## config.mk

```make
export PLATFORM = sky130hd
export DESIGN_NAME = pilha_lifo
export DESIGN_NICKNAME = d
export VERILOG_FILES = /design/src/rtl/pilha_pkg.sv /design/src/rtl/pilha_mem.sv /design/src/rtl/pilha_lifo.sv
export SDC_FILE = /design/constraint.sdc
export NUM_CORES = 1
export LEC_CHECK = 0
export ABC_AREA = 1
export BUFFER_PORTS_ARGS = -buffer_cell sky130_fd_sc_hd__buf_4
export CAP_MARGIN = 20
export CORE_AREA = 3 3 150 152
export DETAILED_ROUTE_END_ITERATION = 16
export DIE_AREA = 0 0 153 155
export PLACE_DENSITY = 0.79
export SLEW_MARGIN = 20
export SYNTH_ARGS = -nofsm -noshare
export SYNTH_HDL_FRONTEND = slang
export SYNTH_HIERARCHICAL = 1
export SYNTH_SLANG_ARGS = --single-unit
export TNS_END_PERCENT = 10
```

## constraint.sdc

```tcl
create_clock -name clk -period 3 [get_ports clk]
set_input_delay 0.6 -clock clk [delete_from_list [all_inputs] [get_ports clk]]
set_output_delay 0.6 -clock clk [all_outputs]
set_load 0.01 [all_outputs]
```

## src/rtl/pilha_pkg.sv

```systemverilog
// Shared constants and the decoded-operation type for the pilha_lifo stack.
package pilha_pkg;

    localparam logic SRC_UC  = 1'b0;
    localparam logic SRC_ULA = 1'b1;

    localparam int PILHA_DATA_W = 16;
    localparam int PILHA_DEPTH  = 16;
    localparam int PILHA_ULA_W  = 32;

    typedef enum logic [1:0] {
        OP_IDLE,
        OP_PUSH,
        OP_POP,
        OP_REPLACE
    } pilha_op_e;

endpackage

```

## src/rtl/pilha_mem.sv

```systemverilog
// DEPTH x DATA_W stack storage: synchronous write, asynchronous read. Contents are never reset.
module pilha_mem #(
    parameter int DATA_W = 16,
    parameter int DEPTH  = 16,
    parameter int PTR_W  = $clog2(DEPTH)
) (
    input  logic              clk,
    input  logic              we,
    input  logic [PTR_W-1:0]  waddr,
    input  logic [DATA_W-1:0] wdata,
    input  logic [PTR_W-1:0]  raddr,
    output logic [DATA_W-1:0] rdata
);

    logic [DATA_W-1:0] mem [DEPTH];

    always_ff @(posedge clk) begin
        if (we) begin
            mem[waddr] <= wdata;
        end
    end

    assign rdata = mem[raddr];

endmodule

```

## src/rtl/pilha_lifo.sv

```systemverilog
// Parametrised LIFO stack with push/pop/replace-top, registered pop output and error flags.
// Build option: define PILHA_STICKY_ERR_EN to make overflow/underflow sticky until rst or clear.
module pilha_lifo
    import pilha_pkg::*;
#(
    parameter int DATA_W = PILHA_DATA_W,
    parameter int DEPTH  = PILHA_DEPTH,
    parameter int ULA_W  = PILHA_ULA_W
) (
    input  logic                     clk,
    input  logic                     rst,
    input  logic                     push,
    input  logic                     pop,
    input  logic                     clear,
    input  logic                     src_sel,
    input  logic [DATA_W-1:0]        din_uc,
    input  logic [ULA_W-1:0]         din_ula,
    output logic [DATA_W-1:0]        dout,
    output logic                     dout_valid,
    output logic [$clog2(DEPTH):0]   count,
    output logic                     full,
    output logic                     empty,
    output logic                     overflow,
    output logic                     underflow
);

    localparam int PTR_W = $clog2(DEPTH);
    localparam logic [PTR_W:0]   SP_FULL = (PTR_W+1)'(DEPTH);
    localparam logic [PTR_W:0]   SP_ONE  = 1;
    localparam logic [PTR_W-1:0] IDX_ONE = 1;

    logic [PTR_W:0]    sp;
    logic [PTR_W-1:0]  top_idx;
    logic [PTR_W-1:0]  mem_waddr;
    logic              mem_we;
    logic [DATA_W-1:0] wr_data;
    logic [DATA_W-1:0] rd_data;
    pilha_op_e         op;

    generate
        if (ULA_W > DATA_W) begin : g_ula_hi
            // Upper ALU bits are dropped on purpose.
            logic unused_ula_hi;
            assign unused_ula_hi = ^din_ula[ULA_W-1:DATA_W];
        end
    endgenerate

    assign full    = (sp == SP_FULL);
    assign empty   = (sp == '0);
    assign count   = sp;
    assign top_idx = sp[PTR_W-1:0] - IDX_ONE;   // wraps to DEPTH-1 when sp == DEPTH

    always_comb begin
        wr_data = (src_sel == SRC_ULA) ? din_ula[DATA_W-1:0] : din_uc;
        op      = OP_IDLE;
        if (push && pop) begin
            op = OP_REPLACE;
        end else if (push) begin
            op = OP_PUSH;
        end else if (pop) begin
            op = OP_POP;
        end
    end

    always_comb begin
        mem_we    = 1'b0;
        mem_waddr = sp[PTR_W-1:0];
        if (!rst && !clear) begin
            if (op == OP_PUSH && !full) begin
                mem_we = 1'b1;
            end else if (op == OP_REPLACE && !empty) begin
                mem_we    = 1'b1;
                mem_waddr = top_idx;
            end
        end
    end

    pilha_mem #(
        .DATA_W (DATA_W),
        .DEPTH  (DEPTH),
        .PTR_W  (PTR_W)
    ) u_mem (
        .clk   (clk),
        .we    (mem_we),
        .waddr (mem_waddr),
        .wdata (wr_data),
        .raddr (top_idx),
        .rdata (rd_data)
    );

    always_ff @(posedge clk) begin
        if (rst) begin
            sp         <= '0;
            dout       <= '0;
            dout_valid <= 1'b0;
            overflow   <= 1'b0;
            underflow  <= 1'b0;
        end else if (clear) begin
            sp         <= '0;
            dout_valid <= 1'b0;
            overflow   <= 1'b0;
            underflow  <= 1'b0;
        end else begin
            dout_valid <= 1'b0;
`ifndef PILHA_STICKY_ERR_EN
            overflow   <= 1'b0;
            underflow  <= 1'b0;
`endif
            case (op)
                OP_PUSH: begin
                    if (full) begin
                        overflow <= 1'b1;
                    end else begin
                        sp <= sp + SP_ONE;
                    end
                end
                OP_POP: begin
                    if (empty) begin
                        underflow <= 1'b1;
                    end else begin
                        dout       <= rd_data;
                        sp         <= sp - SP_ONE;
                        dout_valid <= 1'b1;
                    end
                end
                OP_REPLACE: begin
                    // Empty stack: the pushed word bypasses straight to dout.
                    dout       <= empty ? wr_data : rd_data;
                    dout_valid <= 1'b1;
                end
                default: begin
                end
            endcase
        end
    end

endmodule

```

==> reports/results.ini <==
[global_route]
grt_pass1_vias = 8964
grt.total_usage_pct = 25.1
antenna_found_initial = 0
global_route_wire_length_before_repair_mm = 46.8
grt_start_max_net_pins = 90
globalRouteOverflowTotal = 0

[placement]
hpwl_mm = 18.5
dp_worst_setup_slack_ns = 0.241
port_buffers = 63
gp_congestion = 0.866
postPlaceCellArea_um2 = 13600

[floorplan]
fp.dieArea_um2 = 23700
floorplan.die.height_um = 155
core_um2 = 21200
placement_rows = 53
initial_utilization_pct = 60.0
floorplan.io_pins = 80
dieWidth_um = 153

[power_and_ir_drop]
total_power_mw = 8.72
cellLeakagePower_nw = 6.39
irDropWorstVdd_mv = 0.482
power-per-cell-area_nw_per_um2 = 604

[job]
drv.max_cap_violation_count = 0

[cts]
number_of_buffers_created_by_cts = 28
post_cts_resize_count = 0
cts_buffer_depth = 3
h_tree_level_count = 1
tritoncts = built
worst_skew_pair.late_latency_ns = 0.54
post_cts_hold_buffer_count = 0
cts.clk_slew.worst_paths_ns = 0.06
post_cts_buffers = 0
cts_root_buf = sky130_fd_sc_hd__clkbuf_16
cts.sink_count = 280

[route]
firstDrtPassIters = 6
detail_route.drc_violations = 0
detail_route.wirelength.met1_mm = 11.1
route.met2.wl_mm = 15.2
drt_first_iter_violations = 911
vias_per_cell = 5.45
routed.top_layer = met4
wl_met3_mm = 2.03
route.detailed.wl_per_inst_um = 17.7
drt_wl_total_mm = 29.7
route.antenna.remaining_nets = 0
dr_total_vias = 9143

[worst_setup_path]
rrSetupSlack_ns = 0.43
crit_required_ns = 2.40
timing.critical_path.fanout_max = 20
cp.arrival_ns = 1.97
timing_worst_setup_path_type = register to output pin
r2r_cells = 11
crit_path_start_kind = register
end_kind = output pin

[synth]
synthMostInstantiatedCell = sky130_fd_sc_hd__nand2_1
number_of_nets_in_the_synthesized_netlist = 1358
netlist-cell-type-count = 32
number_of_enable_flip_flop_cells_after_synthesis = 256
synthArstFlopShare_pct = 0
yosys_warnings = 6
synth_area_leaders = sky130_fd_sc_hd__edfxtp_1 61%, sky130_fd_sc_hd__nand2_1 12%, sky130_fd_sc_hd__nand3_1 8.0%
yosysTopAreaCell = sky130_fd_sc_hd__edfxtp_1
ys_dominant_reg_cell = sky130_fd_sc_hd__edfxtp_1
syn_area_per_cell_um2 = 9.75
post_synth_top_area_share_pct = 60.6
synth_sequential_area_ratio_pct = 64.4
synthesized_instance_count = 1301
yosys_register_bits = 280
synth.top_cells.by_count = 396 x sky130_fd_sc_hd__nand2_1, 256 x sky130_fd_sc_hd__edfxtp_1, 221 x sky130_fd_sc_hd__inv_1
syn-cell-area_um2 = 12700

[sta]
final_period_utilization_pct = 85.7
hold_viol_final = 0
report.final.slew_viol_count = 0
rsz0062_at_grt = false
setup_tns_after_final_layout_ns = 0
timing.max_slew.rel_slack_pct = 33.8
tightestPinTransition_ns = 0.993
post-route-min-period_ns = 2.57
post-route-worst-setup-slack_ns = 0.428
fin_skew_ns = 0.0111
report.final.setup_viol = 0
max_freq_mhz = 389

[min_path]
min_delay_path_depth = 2
hold_wc_path_type = input pin to register

[final_layout]
finalInstanceArea_um2 = 14400
final.fill_count = 1551
proportion_of_layout_cells_with_a_drive_suffix_above_1_pct = 12.5
num-nets-final = 1440
area_growth_syn_to_layout_pct = 13.8
insertedDiodeCount = 0

[run_status]
run_status = completed

metal layers:
layer	vias up	global-route usage [%]
met5	-	0
met4	0	11.2
met3	90	3.00
met2	393	45.0
met1	4301	30.7
li1	4359	-
per-stage QoR:
stage | cells | hold WS [ns] | util (%)
2_1_floorplan | 1301 | 0.511 | -
5_1_grt | 1679 | 0.312 | 68.3
6_report | 1679 | 0.312 | 68.3
3_5_place_dp | 1628 | 0.503 | 64.1
3_3_place_gp | 1628 | 0.501 | 64.1
4_1_cts | 1679 | 0.295 | 68.3
cell families after synthesis:
logic type | Yosys count | share of synthesized area, %
AOI/OAI and AO/OA | 55 | 2.37
buffers and inverters | 286 | 9.71
adders and majority gates | 3 | 0.296
xor gates and xnor gates | 6 | 0.414
and+or+nand+nor | 662 | 22.0
DFF | 280 | 64.4
muxes | 9 | 0.799
cells in the final DEF (no fill, tap or decap), types with 2 or more instances in the layout:
master / n
sky130_fd_sc_hd__nand2_2: 3
sky130_fd_sc_hd__clkbuf_16: 29
sky130_fd_sc_hd__edfxtp_1: 256
sky130_fd_sc_hd__dfxtp_1: 24
sky130_fd_sc_hd__o21ai_0: 31
sky130_fd_sc_hd__a21oi_1: 5
sky130_fd_sc_hd__clkbuf_1: 8
sky130_fd_sc_hd__nand2_1: 396
sky130_fd_sc_hd__xor2_1: 4
sky130_fd_sc_hd__ha_1: 3
sky130_fd_sc_hd__mux2_2: 9
sky130_fd_sc_hd__nand3_1: 202
sky130_fd_sc_hd__o21ai_1: 16
sky130_fd_sc_hd__nand3b_1: 2
sky130_fd_sc_hd__buf_4: 110
sky130_fd_sc_hd__inv_1: 219
sky130_fd_sc_hd__clkinv_2: 4
sky130_fd_sc_hd__buf_12: 3
sky130_fd_sc_hd__bufinv_16: 3
sky130_fd_sc_hd__nor2_1: 52
sky130_fd_sc_hd__inv_2: 4
sky130_fd_sc_hd__clkinv_1: 8
area by class of cell:
type                            instances  area, um2  share of cell area [%]
Clock buffer                           37        756                    5.23
Timing Repair Buffer                  113        886                    6.13
Clock inverter                         14        135                   0.936
Inverter                              225        848                    5.87
Sequential cell                       280       8170                    56.5
Tap cell                              275        344                    2.38
Multi-Input combinational cell        735       3310                    22.9
power breakdown:
part	switching, mW	total (mW)	internal, mW	leakage [nW]
Combinational	0.686	0.999	0.313	3.46
Sequential	0.0202	4.34	4.32	2.50
Clock	1.37	3.38	2.01	0.433
Total	2.08	8.72	6.64	6.39
state kept, by name (all words and copies together), names as in the netlist:
name,flops
dout,16
count,5
overflow,1
underflow,1
dout_valid,1
u_mem/mem,256
final timing paths:
kind / start / endpoint
max: count[1] / empty
max reg2reg: count[2] / dout[15]
min reg2reg: dout[11] / dout[11]
min: pop / overflow
critical path: stages (launching register included):
cell and delay (ns):
sky130_fd_sc_hd__dfxtp_1 0.45, sky130_fd_sc_hd__inv_1 0.13, sky130_fd_sc_hd__ha_1 0.24, sky130_fd_sc_hd__nand3_4 0.10
sky130_fd_sc_hd__buf_4 0.28, sky130_fd_sc_hd__inv_1 0.08, sky130_fd_sc_hd__buf_4 0.15
Power figures use the tool's default switching activity.
